$ cat src/rtl/sample_fifo.sv
// Parametrised synchronous sample FIFO (any DEPTH >= 2) with occupancy, thresholds,
// sticky error flags and flush. Define SAMPLE_FIFO_FWFT_EN for first-word-fall-through reads.
module sample_fifo #(
    parameter  int DEPTH     = 16,
    parameter  int WIDTH     = 24,
    parameter  int AF_THRESH = DEPTH - 2,
    parameter  int AE_THRESH = 2,
    localparam int PW        = (DEPTH > 1) ? $clog2(DEPTH) : 1,
    localparam int LW        = $clog2(DEPTH + 1)
) (
    input  logic             clk,
    input  logic             rst_n,
    input  logic             wr_en_i,
    input  logic [WIDTH-1:0] write_data_i,
    input  logic             rd_en_i,
    output logic [WIDTH-1:0] read_data_o,
    input  logic             flush_i,
    input  logic             clear_err_i,
    output logic             full_o,
    output logic             empty_o,
    output logic             almost_full_o,
    output logic             almost_empty_o,
    output logic [LW-1:0]    level_o,
    output logic             overflow_o,
    output logic             underflow_o
);

    logic [WIDTH-1:0] r_mem [DEPTH];
    logic [PW-1:0]    r_rd_ptr;
    logic [PW-1:0]    r_wr_ptr;
    logic [LW-1:0]    r_level;
    logic             r_overflow;
    logic             r_underflow;

    logic             w_empty;
    logic             w_full;
    logic             w_rd_acc;
    logic             w_wr_acc;
    logic             w_ovf_set;
    logic             w_udf_set;

    // Pointers wrap explicitly at DEPTH-1 so non-power-of-two depths use every entry.
    function automatic logic [PW-1:0] next_ptr(input logic [PW-1:0] p);
        return (p == PW'(DEPTH - 1)) ? '0 : p + PW'(1);
    endfunction

    // Status is decoded from the registered level only, never from the request inputs.
    assign w_empty = (r_level == '0);
    assign w_full  = (r_level == LW'(DEPTH));

    // A write into a full FIFO is still accepted when a read frees a slot the same cycle.
    assign w_rd_acc  = !flush_i && rd_en_i && !w_empty;
    assign w_wr_acc  = !flush_i && wr_en_i && (!w_full || w_rd_acc);
    assign w_ovf_set = !flush_i && wr_en_i && !w_wr_acc;
    assign w_udf_set = !flush_i && rd_en_i && !w_rd_acc;

    // NOTE: state registers use non-blocking assignments so every reader sees pre-edge values.
    always_ff @(posedge clk) begin
        if (!rst_n) begin
            r_rd_ptr <= '0;
            r_wr_ptr <= '0;
            r_level  <= '0;
        end else if (flush_i) begin
            r_rd_ptr <= '0;
            r_wr_ptr <= '0;
            r_level  <= '0;
        end else begin
            if (w_wr_acc) r_wr_ptr <= next_ptr(r_wr_ptr);
            if (w_rd_acc) r_rd_ptr <= next_ptr(r_rd_ptr);
            if (w_wr_acc && !w_rd_acc)
                r_level <= r_level + LW'(1);
            else if (!w_wr_acc && w_rd_acc)
                r_level <= r_level - LW'(1);
        end
    end

    // NOTE: the storage array has no reset so it maps onto plain RAM; occupancy guards stale data.
    always_ff @(posedge clk) begin
        if (w_wr_acc) r_mem[r_wr_ptr] <= write_data_i;
    end

    // Set wins over clear so an error in the clearing cycle is not lost.
    always_ff @(posedge clk) begin
        if (!rst_n) begin
            r_overflow  <= 1'b0;
            r_underflow <= 1'b0;
        end else begin
            if (w_ovf_set)        r_overflow <= 1'b1;
            else if (clear_err_i) r_overflow <= 1'b0;
            if (w_udf_set)        r_underflow <= 1'b1;
            else if (clear_err_i) r_underflow <= 1'b0;
        end
    end

`ifdef SAMPLE_FIFO_FWFT_EN
    // Head entry is presented continuously; a pop just advances the read pointer.
    assign read_data_o = r_mem[r_rd_ptr];
`else
    logic [WIDTH-1:0] r_rd_data;

    // Read word holds between pops and across flush.
    always_ff @(posedge clk) begin
        if (!rst_n)
            r_rd_data <= '0;
        else if (w_rd_acc)
            r_rd_data <= r_mem[r_rd_ptr];
    end

    assign read_data_o = r_rd_data;
`endif

    assign full_o         = w_full;
    assign empty_o        = w_empty;
    assign almost_full_o  = (r_level >= LW'(AF_THRESH));
    assign almost_empty_o = (r_level <= LW'(AE_THRESH));
    assign level_o        = r_level;
    assign overflow_o     = r_overflow;
    assign underflow_o    = r_underflow;

endmodule
$ cat config.mk
export PLATFORM = sky130hd
export DESIGN_NAME = sample_fifo
export DESIGN_NICKNAME = d
export VERILOG_FILES = /design/src/rtl/sample_fifo.sv
export SDC_FILE = /design/constraint.sdc
export NUM_CORES = 1
export LEC_CHECK = 0
export ABC_AREA = 1
export CAP_MARGIN = 25
export CORE_UTILIZATION = 35
export CTS_CLUSTER_DIAMETER = 120
export DETAILED_ROUTE_END_ITERATION = 7
export SLEW_MARGIN = 20
export SYNTH_ARGS = -nofsm -noshare
export SYNTH_HDL_FRONTEND = slang
export SYNTH_SLANG_ARGS = --single-unit
$ cat constraint.sdc
create_clock -name clk -period 3.95 [get_ports clk]
set_input_delay 0.395 -clock clk [delete_from_list [all_inputs] [get_ports clk]]
set_output_delay 0.395 -clock clk [all_outputs]
set_load 0.005 [all_outputs]
==> results.toml, run 1 <==
[logic_synthesis]
syn_area_sq_um = 17900
yosys_warnings = 0
yosys.area.top_type = "edfxtp_1"
syn_nets = 1741
ys_seq_area_share_pct = 68.7
synth_cell_type_count = 30
syn_inst = 1701
netlist.area_leader.share_pct = 64.3
avgSynthCellArea_sq_um = 10.5
synth_top_cells_by_area = "edfxtp_1, nand2_1, nand3_1"
ys_seq_elements = 423

[finish]
fin_util_pct = 41.2
regArea_sq_um = 12300
drive_above_1_share_pct = 6.42
fin_area_sq_um = 20700
layout_common_cells = "nand2_1, edfxtp_1, nand3_1"
areaGrowthSynthToFinish_pct = 15.8
fill_cells = 4793
fin_nets = 1794
final_cells = 2463
multi_input_area_sq_um = 4210
layout_commonest_cell = "nand2_1"

[floorplan]
core_area_sq_um = 50400
die-height_microns = 228
die_x_microns = 228
rows = 82
start_util_pct = 35.6
die-area_sq_um = 52100
ioPinCount = 65

[route]
post_drt_wl_per_cell_microns = 18.2
final_antenna_net_count = 0
drt_iter0_drc = 1128
drc = 0
viasPerCell = 4.80
met1Wirelength_mm = 20.6
routed_wl_mm = 44.8
vias = 11800
dr_wl_met3_mm = 3.11
drtPass1Iterations = 5
top_layer_used = "met5"
met2_length_mm = 20.1

[worst_setup_path]
critPathMaxFanout = 27
crit_path_start_kind = "register"
end_kind = "register"
cp.required_ns = 4.45
criticalPathCategory = "reg2reg"
critPathArrivalTime_ns = 3.07

[timing]
tns_ns = 0
tightest_slew_ns = 0.967
layout_setup_ws_ns = 1.38
hold_violations = 0
fin_skew_ns = 0.0198
setup_viol = 0
max_freq_ghz = 0.389
relSlewSlack_pct = 35.5
period_needed_ns = 2.57
rsz0062_at_grt = "false"
period_share_pct = 65.1
finalMaxSlewViolations = 0
hold_ws_ns = 0.474

[global_routing]
grt_max_degree = 146
grt_pass1_vias = 11700
grt_overflow = 0
grt_pass1_wl_mm = 68.8
antenna_found_initial = 3
grt_usage_pct = 17.2

[placement]
dp_hpwl_mm = 25.5
placed_cell_area_sq_um = 19300
dpl.cell_count = 2380
pre_cts_ws_ns = 1.01
io_buffers = 64
place_congestion = 0.799

[pwr]
ir_drop_mv = 0.237
power.total_mw = 9.61
total_leakage_power_nw = 8.22
power-per-cell-area_nw_per_um2 = 463

[clock_tree]
clk_pin_slew_ns = 0.06
cts-hold-fix-buffers = 0
root_buffer = "clkbuf_16"
cts.htree.levels = 2
postCtsResizedCells = 0
clock_path_buffers = 3
clkLatencyLatePin_ns = 0.57
cts_tree = "built"
clock_sinks = 423
cts_buffers = 44
cts_setup_buffers = 0

[hold_path]
hp-class = "in2reg"

[run_status]
status = "complete, no violations"

[run]
max_cap_viol_count = 0
[cell usage after synthesis]
library cell and n:
clkbuf_1 12, nand3_2 1, o211ai_1 1, edfxtp_1 384, buf_6 13, clkinv_1 1
nand2_2 1, clkinv_2 1, inv_4 1, xor2_1 6, buf_8 1, nand3_1 277
buf_1 6, a21oi_1 57, a2111oi_0 1, nor2_2 2, a211oi_1 1, buf_2 44
fa_1 1, nand4_1 2, ha_1 9, inv_1 263, dfxtp_1 39, buf_4 6
inv_2 3, nand2_4 1, nor3_1 4, nand2_1 489, o21ai_0 27, nor2_1 47
[sequential cells by signal, indices dropped and copies added (netlist names)]
register     cells
level_o          5
overflow_o       1
r_mem          384
r_rd_ptr         4
r_wr_ptr         4
read_data_o     24
underflow_o      1
[worst paths after layout]
| check | startpoint | endpoint | slack (ns) | cells after the start |
|---|---|---|---|---|
| worst max-delay path | r_rd_ptr[2] | read_data_o[3] | 1.38 | 7 |
| worst min-delay path | clear_err_i | overflow_o | 0.47 | 4 |
| worst max register to register | r_rd_ptr[2] | read_data_o[3] | 1.38 | 7 |
| worst min register to register | underflow_o | underflow_o | 0.48 | 2 |
[final cells by class]
cell class              instances  area share (%)
flip-flops and latches        423            59.4
multi-input cells             927            20.3
clock buffers                  63            5.95
inverters                     269            4.90
repair buffers                 89            4.35
well taps                     672            4.05
clock inverters                19            1.08
diodes                          1          0.0121
[power by group]
group	switching, mW	internal (mW)
logic	0.294	0.160
registers	0.0347	4.92
clock network	1.69	2.50
total	2.02	7.58
[cell families (layout without fill, tap and decap cells)]
group           Yosys count  after routing  share of synthesized area, %
simple gates            824            824                          19.4
flops                   423            423                          68.7
buf+inv                 351            440                          8.41
compound gates           87             87                          2.48
fa+ha+maj                10             10                         0.740
xor+xnor                  6              6                         0.293
other cells               0              1                             0
[per-layer routing]
layer	vias to the layer above	track usage (%)
met4	4	5.22
li1	5691	-
met5	-	0
met2	374	26.7
met1	5672	24.3
met3	76	3.50
[worst max-delay path, stage by stage, from the launching register on]
cell and delay, ns:
dfxtp_1 0.30, buf_4 0.25, inv_2 0.55, nand2_1 0.62, buf_4 0.41, a21oi_1 0.19, nor2_1 0.06, a21oi_1 0.11
(Power assumes the default switching activity.)
==> run 2, diff against run 1 <==
==> constraint.sdc (replaced) <==
create_clock -name clk -period 2.1 [get_ports clk]
set_input_delay 0.21 -clock clk [delete_from_list [all_inputs] [get_ports clk]]
set_output_delay 0.21 -clock clk [all_outputs]
set_load 0.005 [all_outputs]
==> results.toml, run 2 (synthesis results as in run 1) <==
[run_status]
status = "complete, no violations"

[placement]
dpl.cell_count = 2424
place_congestion = 0.822
io_buffers = 64
dp_hpwl_mm = 26.9

[finish]
diodes = 0
drive_above_1_share_pct = 9.07
largest_reg_flops = 384
layout_common_cells = "nand2_1, edfxtp_1, nand3_1"
final_cells = 2503
layout_commonest_cell = "nand2_1"
top_register = "r_mem"
fill_cells = 4670
areaGrowthSynthToFinish_pct = 19.9
fin_nets = 1837

[worst_setup_path]
rr_startpoint = "level_o[1]"
crit_start = "level_o[1]"
critPathArrivalTime_ns = 1.73
critPathMaxFanout = 6
cp.required_ns = 1.89
end_kind = "output port"
crit_path_start_kind = "register"
criticalPathCategory = "reg2out"

[global_routing]
grt_overflow = 0
antenna_found_initial = 1
grt_pass1_vias = 11700
grt_max_degree = 88
grt_usage_pct = 17.1
grt_pass1_wl_mm = 68.4

[timing]
max_freq_ghz = 0.514
setup_viol = 0
period_share_pct = 92.6
fin_skew_ns = 0.0222
finalMaxSlewViolations = 0
hold_ws_ns = 0.287
relSlewSlack_pct = 49.3
tightest_slew_ns = 0.758
period_needed_ns = 1.94
hold_violations = 0

[route]
dr_wl_met3_mm = 1.89
drt_iter0_drc = 756
post_drt_wl_per_cell_microns = 17.7
top_layer_used = "met5"
met2_length_mm = 22.1
drtPass1Iterations = 5
routed_wl_mm = 44.2
final_antenna_net_count = 0
vias = 11900
met1Wirelength_mm = 19.0
viasPerCell = 4.75
drc = 0

[clock_tree]
root_buffer = "clkbuf_16"
clkLatencyLatePin_ns = 0.56
clk_pin_slew_ns = 0.06
cts_tree = "built"
cts_buffers = 43
clock_path_buffers = 3
cts-hold-fix-buffers = 0
clock_sinks = 423
cts.htree.levels = 2

[hold_path]
hp-class = "in2reg"
min-delay-start = "rst_n"

[floorplan]
die-height_microns = 228
core_area_sq_um = 50400
rows = 82
die_x_microns = 228
die-area_sq_um = 52100
start_util_pct = 35.6
ioPinCount = 65

[pwr]
power-per-cell-area_nw_per_um2 = 849
total_leakage_power_nw = 8.58
power.total_mw = 18.2
ir_drop_mv = 0.648

[run]
max_cap_viol_count = 0
run 2: worst paths after layout:
check | end | slack [ns] | cells after the start
setup / recovery | almost_empty_o | 0.16 | 3
hold / removal | overflow_o | 0.29 | 3
setup reg to reg | level_o[2] | 0.16 | 10
hold reg to reg | overflow_o | 0.46 | 2
run 2: stage by stage:
stage               setup WS (ns)  TNS [ns]  utilization, %  instance area (sq um)
floorplan                  -0.377   -111.69               -                  17900
global placement           -0.239     -7.37            39.7                  20000
detailed placement         -0.266    -14.09            39.7                  20000
CTS                        0.0896         0            42.6                  21500
global route              -0.0212   -0.0212            42.6                  21500
finish                      0.155         0            42.6                  21500
run 2: critical path, stage by stage, from the launching register on:
cell and delay [ns]:
dfxtp_1 0.32, buf_4 0.16, a2111oi_1 0.43, dlygate4sd2_1 0.29
run 2: cell type report:
type	instances	area (sq um)	area share, %
Multi-Input combinational cell	927	4230	19.7
Sequential cell	423	12300	57.3
Clock inverter	25	327	1.52
Tap cell	672	841	3.91
Clock buffer	54	1160	5.39
Inverter	269	1020	4.73
Timing Repair Buffer	133	1600	7.43
run 2: layer usage:
metal,track usage (%),vias up
li1,-,5777
met1,21.8,5749
met2,29.6,267
met3,2.34,84
met4,5.75,2
met5,0,-
run 2: where the power goes:
part | internal (mW) | leakage, nW | switching (mW) | total (mW)
Clock | 4.79 | 0.728 | 3.21 | 8.00
Combinational | 0.357 | 4.08 | 0.580 | 0.938
Sequential | 9.26 | 3.78 | 0.0517 | 9.31
Total | 14.4 | 8.58 | 3.84 | 18.2
run 2: repair_timing:
action,4_1_cts,5_1_grt
endpoints found under the hold margin,0,0
gates resized for setup,2,3
setup buffers,0,0
setup endpoints to repair,1,3
gates cloned,0,0
==> run 3, diff against run 2 <==
--- a/config.mk
+++ b/config.mk
@@ -5,7 +5,6 @@
 export SDC_FILE = /design/constraint.sdc
 export NUM_CORES = 1
 export LEC_CHECK = 0
-export ABC_AREA = 1
 export CAP_MARGIN = 25
 export CORE_UTILIZATION = 35
 export CTS_CLUSTER_DIAMETER = 120
==> results.toml, run 3 <==
[run_status]
status = "finished, violations left"
violations = "negative setup slack"

[clock_tree]
cts_buffers = 44
clkLatencyLatePin_ns = 0.55
cts_tree = "built"
clock_sinks = 423
clk_pin_slew_ns = 0.06
cts.htree.levels = 2
clock_path_buffers = 3
root_buffer = "clkbuf_16"

[logic_synthesis]
synth-async-reset-ratio_pct = 0
syn_inst = 925
synth_ff_type = "edfxtp_1"
ys_seq_area_share_pct = 74.7
syn_nets = 965
yosys.area.top_type = "edfxtp_1"
synthTopCellsByCount = "edfxtp_1, mux2i_1, o22ai_1"
synth_top_cells_by_area = "edfxtp_1, mux2i_1, dfxtp_1"
synth.most_common_cell = "edfxtp_1"
syn_area_sq_um = 16500
avgSynthCellArea_sq_um = 17.8
yosys_warnings = 0
ys_seq_elements = 423
netlist.area_leader.share_pct = 70.0
synth_edf_count = 384
synth_cell_type_count = 47

[floorplan]
ioPinCount = 65
die_x_microns = 219
rows = 79
die-height_microns = 219
core_area_sq_um = 46500
start_util_pct = 35.5
die-area_sq_um = 48000

[pwr]
power_frac_seq_pct = 52.3
power.total_mw = 17.7
combPwrFrac_pct = 4.6
intPower_mw = 14.1
power.share.clock_pct = 43.1
ir_drop_mv = 0.573
swShare_pct = 20.6
total_leakage_power_nw = 6.27
power-per-cell-area_nw_per_um2 = 871
p_sw_mw = 3.67

[route]
final_antenna_net_count = 0
drt_iter0_drc = 819
drtPass1Iterations = 5
routed_wl_mm = 42.2
viasPerCell = 5.31
vias = 9148
post_drt_wl_per_cell_microns = 24.5
drc = 0

[worst_setup_path]
critPathArrivalTime_ns = 2.99
critPathMaxFanout = 4
end_kind = "register"
cp.required_ns = 2.58
criticalPathCategory = "reg2reg"
crit_path_start_kind = "register"

[timing]
period_needed_ns = 2.52
rsz0062_at_grt = "true"
hold_violations = 0
finalMaxSlewViolations = 0
hold_ws_ns = 0.365
max_freq_ghz = 0.398
relSlewSlack_pct = 50.8
period_share_pct = 120
tightest_slew_ns = 0.737
layout_setup_ws_ns = -0.416
setup_viol = 137
fin_skew_ns = 0.0159

[finish]
layout_commonest_cell = "edfxtp_1"
fin_nets = 1122
drive_above_1_share_pct = 24.4
top_register = "r_mem"
areaGrowthSynthToFinish_pct = 23.6
final_cells = 1724
diodes = 0
layout_common_cells = "edfxtp_1, mux2i_1, clkdlybuf4s50_1"
largest_reg_flops = 384
fin_area_sq_um = 20400

[placement]
place_congestion = 0.740
dpl.cell_count = 1619
io_buffers = 64
pre_cts_ws_ns = -0.493
placed_cell_area_sq_um = 18500
dp_hpwl_mm = 23.2

[global_routing]
antenna_found_initial = 0
grt_overflow = 0
grt_usage_pct = 17.1
grt_pass1_vias = 9213
grt_max_degree = 46
grt_pass1_wl_mm = 59.9

[hold_path]
hp-class = "in2reg"

[run]
max_cap_viol_count = 0
[run 3: cell types whose count changed in the layout (fill, tap and decap cells not counted), sizes merged, moves of 24 or more]
cell    change
mux2i     +149
o22ai      +48
mux4       +24
nand3     -272
inv       -260
a221oi     +24
nor2       -35
nand2     -482
and3       +24
a21oi      -26
[run 3: per-layer routing]
metal	vias up	track usage (%)	wire, microns
met5	-	0	0
met4	0	6.02	1200
met3	69	2.30	2580
met2	326	28.0	19900
met1	4678	23.4	18400
li1	4075	-	-
[run 3: area by class of cell]
cell class | count | area, sq um
fill | 4067 | 26100
timing repair buffer | 156 | 1700
clock buffer | 60 | 1220
inverter | 7 | 41.3
clock inverter | 21 | 205
sequential | 423 | 12300
multi-input combinational | 450 | 4130
tap | 607 | 759
[run 3: power groups by stage]
| stage | Clock, mW | Sequential [mW] | Combinational [mW] |
|---|---|---|---|
| global placement | 0 | 9.46 | 0.761 |
| CTS | 7.77 | 9.29 | 0.828 |
| detailed placement | 0 | 9.47 | 0.774 |
| global route | 8.08 | 9.29 | 0.887 |
| finish | 7.64 | 9.29 | 0.818 |
| floorplan | 0 | 9.47 | 0.338 |
[run 3: kinds of logic (layout without fill, tap and decap cells)]
family                     Yosys count  count (layout)  share of synthesized area [%]
buffers and inverters               63             244                           1.94
AOI/OAI and AO/OA                  164             164                           6.68
muxes                              173             173                           12.3
and+or+nand+nor                     87              98                           3.29
DFF                                423             423                           74.7
adders and majority gates           10              10                          0.805
xor gates and xnor gates             5               5                          0.266
[run 3: critical path, stage by stage, from the launching register on]
cell and delay [ns]:
dfxtp_2 0.32, or4_4 0.56, o21a_4 0.24, clkinv_8 0.05, ha_4 0.13, inv_4 0.05, fa_2 0.33, a21o_1 0.17
a21oi_2 0.15, mux2i_1 0.24, mux2i_1 0.19
[run 3: final timing paths]
path,cells past startpoint,start,slack (ns),endpoint
max,10,level_o[1],-0.42,level_o[4]
min,3,clear_err_i,0.36,overflow_o
max reg2reg,10,level_o[1],-0.42,level_o[4]
min reg2reg,2,overflow_o,0.49,overflow_o
[run 3: metrics by stage]
step	util (%)	setup TNS (ns)
after floorplan	-	-2.07
after detailed placement	39.9	-91.99
final	43.9	-6.99
after CTS	43.7	-15.03
after global routing	43.9	-13.35
after global placement	39.8	-70.40
[run 3: repair_timing]
item | CTS | global route
buffers inserted | 7 | 0
hold buffers | 0 | 0
pin swaps | 8 | 10
endpoints found under the hold margin | 0 | 0
cloned | 10 | 8
resized for setup | 34 | 10
setup endpoints to repair | 163 | 369
